--- config.mk ---
export PLATFORM = sky130hd
export DESIGN_NAME = calc_ctrl
export DESIGN_NICKNAME = d
export VERILOG_FILES = /design/src/rtl/calc_pkg.sv /design/src/rtl/hex_ascii_enc.sv /design/src/rtl/calc_ctrl.sv
export SDC_FILE = /design/constraint.sdc
export NUM_CORES = 1
export LEC_CHECK = 0
export ABC_AREA = 1
export CAP_MARGIN = 20
export CORE_MARGIN = 2
export CORE_UTILIZATION = 51
export DETAILED_ROUTE_END_ITERATION = 10
export GPL_ROUTABILITY_DRIVEN = 0
export HOLD_SLACK_MARGIN = 0.1
export PLACE_DENSITY = 0.83
export SLEW_MARGIN = 5
export SYNTH_ARGS = -nofsm -noshare
export SYNTH_HDL_FRONTEND = slang
export SYNTH_HIERARCHICAL = 1
export SYNTH_SLANG_ARGS = --single-unit
--- constraint.sdc ---
create_clock -name clk -period 7.45 [get_ports clk]
set_input_delay 1.8625 -clock clk [delete_from_list [all_inputs] [get_ports clk]]
set_output_delay 1.8625 -clock clk [all_outputs]
set_load 0.05 [all_outputs]
--- src/rtl/calc_pkg.sv ---
// rtl/calc_pkg.sv - shared codes for the UART calculator command path
package calc_pkg;

  localparam logic [4:0] OP_ADD = 5'd1;
  localparam logic [4:0] OP_SUB = 5'd2;
  localparam logic [4:0] OP_MUL = 5'd3;
  localparam logic [4:0] OP_DIV = 5'd4;

  localparam logic [3:0] DT_SIGNED   = 4'd1;
  localparam logic [3:0] DT_UNSIGNED = 4'd2;

  localparam logic [1:0] ALU_ADD = 2'd0;
  localparam logic [1:0] ALU_SUB = 2'd1;
  localparam logic [1:0] ALU_MUL = 2'd2;
  localparam logic [1:0] ALU_DIV = 2'd3;

  localparam logic [7:0] CH_CR = 8'h0D;
  localparam logic [7:0] CH_LF = 8'h0A;
  localparam logic [7:0] CH_E  = 8'h45;
  localparam logic [7:0] CH_R  = 8'h52;

  typedef enum logic [2:0] {
    S_IDLE,
    S_ISSUE,
    S_WAIT_ALU,
    S_SEND_RES,
    S_SEND_ERR
  } state_t;

endpackage

--- src/rtl/hex_ascii_enc.sv ---
// rtl/hex_ascii_enc.sv - nibble to uppercase ASCII hex digit
module hex_ascii_enc (
  input  logic [3:0] nibble,
  output logic [7:0] ascii
);

  assign ascii = (nibble < 4'd10) ? (8'h30 + {4'h0, nibble})
                                  : (8'h37 + {4'h0, nibble});

endmodule

--- src/rtl/calc_ctrl.sv ---
// rtl/calc_ctrl.sv - command sequencer: validate, launch ALU, stream hex or error reply
module calc_ctrl
  import calc_pkg::*;
#(
  parameter int ALU_TIMEOUT  = 255,
  parameter bit RESP_TERM_EN = 1'b1
) (
  input  logic        clk,
  input  logic        rst,
  input  logic        parser_done,
  input  logic [3:0]  dtype,
  input  logic [4:0]  operator,
  input  logic [15:0] src1,
  input  logic [15:0] src2,
  output logic        alu_start,
  output logic [1:0]  alu_op,
  output logic        alu_signed,
  output logic [15:0] alu_a,
  output logic [15:0] alu_b,
  input  logic        alu_done,
  input  logic [31:0] alu_result,
  input  logic        alu_err,
  output logic [7:0]  tx_data,
  output logic        tx_valid,
  input  logic        tx_ready,
  output logic        busy,
  output logic        cmd_drop
);

  localparam int CNT_W = $clog2(ALU_TIMEOUT + 1);
  // The ALU gets ALU_TIMEOUT wait cycles; the last one is when cnt holds ALU_TIMEOUT-1.
  localparam logic [CNT_W-1:0] TMO_LAST = CNT_W'(ALU_TIMEOUT - 1);
  localparam logic [3:0] RES_LAST = RESP_TERM_EN ? 4'd9 : 4'd7;
  localparam logic [3:0] ERR_LAST = RESP_TERM_EN ? 4'd4 : 4'd2;

  state_t           state, state_n;
  logic [CNT_W-1:0] cnt;
  logic [3:0]       idx;
  logic [31:0]      res;
  logic [4:0]       nib_lsb;
  logic [7:0]       hex_char;
  logic [1:0]       op_dec;
  logic             cmd_ok;
  logic             last;

  assign cmd_ok = (dtype == DT_SIGNED || dtype == DT_UNSIGNED) &&
                  (operator >= OP_ADD) && (operator <= OP_DIV);
  assign busy     = (state != S_IDLE);
  assign cmd_drop = parser_done && busy;
  assign nib_lsb  = 5'd28 - {idx[2:0], 2'b00};

  hex_ascii_enc u_hex (
    .nibble (res[nib_lsb +: 4]),
    .ascii  (hex_char)
  );

  always_comb begin
    op_dec = ALU_ADD;
    case (operator)
      OP_SUB:  op_dec = ALU_SUB;
      OP_MUL:  op_dec = ALU_MUL;
      OP_DIV:  op_dec = ALU_DIV;
      default: op_dec = ALU_ADD;
    endcase
  end

  always_ff @(posedge clk or posedge rst) begin
    if (rst) state <= S_IDLE;
    else     state <= state_n;
  end

  always_comb begin
    state_n   = state;
    alu_start = 1'b0;
    tx_valid  = 1'b0;
    tx_data   = 8'h00;
    last      = 1'b0;
    case (state)
      S_IDLE:
        if (parser_done) state_n = cmd_ok ? S_ISSUE : S_SEND_ERR;
      S_ISSUE: begin
        alu_start = 1'b1;
        state_n   = S_WAIT_ALU;
      end
      S_WAIT_ALU:
        if (alu_done)             state_n = alu_err ? S_SEND_ERR : S_SEND_RES;
        else if (cnt == TMO_LAST) state_n = S_SEND_ERR;
      S_SEND_RES: begin
        tx_valid = 1'b1;
        if (idx < 4'd8)       tx_data = hex_char;
        else if (idx == 4'd8) tx_data = CH_CR;
        else                  tx_data = CH_LF;
        last = (idx == RES_LAST);
      end
      S_SEND_ERR: begin
        tx_valid = 1'b1;
        case (idx)
          4'd0:       tx_data = CH_E;
          4'd1, 4'd2: tx_data = CH_R;
          4'd3:       tx_data = CH_CR;
          default:    tx_data = CH_LF;
        endcase
        last = (idx == ERR_LAST);
      end
      default: state_n = S_IDLE;
    endcase
    if (tx_valid && tx_ready && last) state_n = S_IDLE;
  end

  // Byte index restarts on every state change, so each SEND state begins at byte 0.
  always_ff @(posedge clk or posedge rst) begin
    if (rst) begin
      alu_op     <= ALU_ADD;
      alu_signed <= 1'b0;
      alu_a      <= '0;
      alu_b      <= '0;
      cnt        <= '0;
      res        <= '0;
      idx        <= '0;
    end else begin
      if (state == S_IDLE && parser_done && cmd_ok) begin
        alu_op     <= op_dec;
        alu_signed <= (dtype == DT_SIGNED);
        alu_a      <= src1;
        alu_b      <= src2;
      end
      cnt <= (state == S_WAIT_ALU) ? cnt + 1'b1 : '0;
      if (state == S_WAIT_ALU && alu_done && !alu_err) res <= alu_result;
      if (state_n != state)          idx <= '0;
      else if (tx_valid && tx_ready) idx <= idx + 1'b1;
    end
  end

endmodule

==> results.yml <==
clock_tree:
  cts.clk_slew.worst_paths_ns: 0.08
  clockBufferDepth: 2
  tritoncts: "yes"
  cts_resized: 0
  ctsHoldBuffers: 0
  clock_tree.htree_level_count: 3
  post_cts_buffers: 0
  cts-root-buf: "clkbuf_8"
  clk_latency_ns: 0.34
  cts.sinks: 82
  numCtsBuffers: 9
sta:
  rsz0062_at_grt: "false"
  setup_viol: 0
  hold_viol: 0
  drv_slew: 0
  worst_pin_slew_ns: 0.9365
  clock.fmax_ghz: 0.1726
  setup_tns_ns: 0
  finalCriticalPeriod_ns: 5.795
  fin_crit_sh_pct: 77.79
  setup_slack_ns: 1.655
  fin_worst_skew_ns: 0.009567
  slew-limit-headroom_pct: 37.18
critical_path:
  cp_common_cell: "o21ai_0"
  critPathRequiredTime_ns: 5.59
  setup.worst_path.end: "tx_data[1]"
  crit_path_start: "idx[0]$_DFFE_PP0P_"
  crit_family: "buffers and inverters"
  critical_path.max_fanout: 25
  worst-path-stages: 11
  critPathKind: "reg -> out"
  cp_cell_sequence: "inv_1 -> o21ai_0 -> a21oi_1 -> a31oi_1 -> inv_1 -> ha_1 -> nand3b_1 -> nand2_1 -> o21ai_0 -> o21ai_0 -> clkdlybuf4s50_1"
  ff2ff_path_depth: 7
  critPathSlowestCell: "clkdlybuf4s50_1"
  path_buf_inv: 3
  worst_path_largest_cell_delay_ns: 0.82
  r2r-start: "state[0]$_DFF_PP0_"
  crit_path_end_kind: "output port"
  reg2reg_to: "alu_op[0]$_DFFE_PP0P_"
  worstPathArrival_ns: 3.93
  r2r_slack_ns: 4.74
  cp-start-kind: "register"
place:
  place.port_buffers: 124
  dp_hpwl_um: 7433
  place_ws_ns: 2.092
global_route:
  grt_pass1_wl_um: 16480
  grt_max_degree: 83
  antenna_found_initial: 0
  grt_usage_pct: 23.77
  overflow: 0
  grt_pass1_vias: 3631
power_and_ir_drop:
  p_switching_mw: 0.6631
  power_frac_clock_pct: 21.3
  seqPwrFrac_pct: 34.3
  pwr-share-comb_pct: 44.4
  p_total_mw: 1.591
  cellLeakagePower_nw: 2.763
  p_int_mw: 0.9274
  sw_frac_of_total_pct: 41.69
  p_per_area_mw_per_mm2: 283.0
  ir_drop_mv: 0.1332
floorplanning:
  die_area_mm2: 0.008812
  die_w_um: 93.87
  core_area_mm2: 0.007767
  num_rows: 32
  ios: 126
  initial_core_util_pct: 53.03
  die_h_um: 93.87
synthesis:
  synthCells: 522
  synth_area_mm2: 0.004119
  synth_top_area_share_pct: 49.82
  ys_ff_latch: 82
  synth_top_area_cell: "dfrtp_1"
  avgSynthCellArea_um2: 7.891
  mappedNetlistNets: 608
  synth_warnings: 6
  yosysSeqAreaShare_pct: 49.82
  yosysUniqueCellTypes: 35
  synth.area.top_cells: "dfrtp_1, nand2_1, o21ai_0"
detailed_routing:
  drcViolationCount: 0
  drtIter0Drc: 191
  routed_via_density: 5.070
  met3_length_um: 786
  drtAntennaViolNets: 0
  wl_met1_um: 4046
  wl_met2_um: 5019
  wire_per_inst_um: 13.45
  top_layer: "met4"
  wl_um: 10040
  dr.pass1.iters: 5
  via_count: 3787
finish:
  layout.nets: 727
  num_antenna_cells: 0
  num-fill-cells: 625
  syn_to_final_growth_pct: 36.45
  layout-drive-gt1-share_pct: 7.132
  mostFrequentLayoutCells: "nand2_1, clkdlybuf4s50_1, dfrtp_1"
  layout.cells.most_common: "nand2_1"
min_path:
  hold_class: "reg -> reg"
outcome:
  status: "completed"
flow_run:
  cap_viol_max_count: 0
state kept, by name (all words and copies together) (netlist names):
signal,cells
alu_a,16
alu_b,16
alu_op,2
alu_signed,1
cnt,8
idx,4
res,32
state,3
synth_stat cells (all sizes together):
library cell and n:
clkbuf 4, nor3 8, ha 7, o211ai 2, nand3 15, a32o 1, nor4 1, nand4 2
buf 15, o41ai 1, o21ai 45, nand2 219, nand3b 1, inv 46, xor2 4, o21a 1
nor2 40, a31oi 5, clkinv 2, o21bai 1, conb 1, a21oi 19, dfrtp 82
per-stage QoR:
stage / instance area (um2) / hold slack [ns] / utilization [%] / instances
detailed placement: 5400 / 0.4626 / 69.52 / 731
CTS: 5600 / 0.4823 / 72.10 / 746
global route: 5620 / 0.5028 / 72.36 / 747
finish: 5620 / 0.4803 / 72.36 / 747
global placement: 5400 / 0.4613 / 69.52 / 731
floorplan: 4119 / 0.4366 / - / 522
power by group through the flow:
| stage | clock network [mW] | logic [mW] | registers [mW] |
|---|---|---|---|
| after floorplan | 0 | 0.436 | 0.595 |
| after global placement | 0 | 0.679 | 0.548 |
| after detailed placement | 0 | 0.699 | 0.553 |
| after CTS | 0.346 | 0.703 | 0.545 |
| after global routing | 0.365 | 0.767 | 0.554 |
| final | 0.338 | 0.706 | 0.546 |
cells by family after synthesis:
kind of cell | after synthesis | share of synthesized area, %
flip-flops | 82 | 49.82
buffers and inverters | 67 | 7.017
XOR/XNOR | 4 | 0.8505
adder cells (fa/ha/maj) | 7 | 2.126
other | 1 | 0.09104
AND/OR/NAND/NOR | 286 | 30.10
AO/OA/AOI/OAI | 75 | 9.994
worst register-to-register path, stage by stage (launching register included):
cell and delay, ns:
dfrtp_1 0.49, nor2_4 0.11, nand2_4 0.08, nor2_4 0.04, nand3_2 0.52, clkinv_1 1.00, nand2_1 0.28, nand2_1 0.08
cell type report:
type | count | area (um2) | area share [%]
timing repair buffer | 127 | 1276 | 22.71
sequential | 82 | 2052 | 36.51
clock inverter | 3 | 65.06 | 1.158
inverter | 48 | 180.2 | 3.206
tap | 102 | 127.6 | 2.271
multi-input combinational | 373 | 1784 | 31.75
clock buffer | 12 | 135.1 | 2.404
worst min-delay path by stage:
stage / from / to / cells past startpoint
after CTS: res[12]$_DFFE_PP0P_ / res[12]$_DFFE_PP0P_ / 2
final: res[7]$_DFFE_PP0P_ / res[7]$_DFFE_PP0P_ / 2
after global routing: res[12]$_DFFE_PP0P_ / res[12]$_DFFE_PP0P_ / 2
after detailed placement: res[12]$_DFFE_PP0P_ / res[12]$_DFFE_PP0P_ / 2
after global placement: res[14]$_DFFE_PP0P_ / res[14]$_DFFE_PP0P_ / 2
after floorplan: res[31]$_DFFE_PP0P_ / res[31]$_DFFE_PP0P_ / 2
routing by layer:
metal  vias up  track usage (%)
li1       1875                -
met1      1760            29.94
met2       136            38.33
met3        16            6.982
met4         0            9.783
met5         -                0
Note: power is estimated with default switching activity, not from simulation.
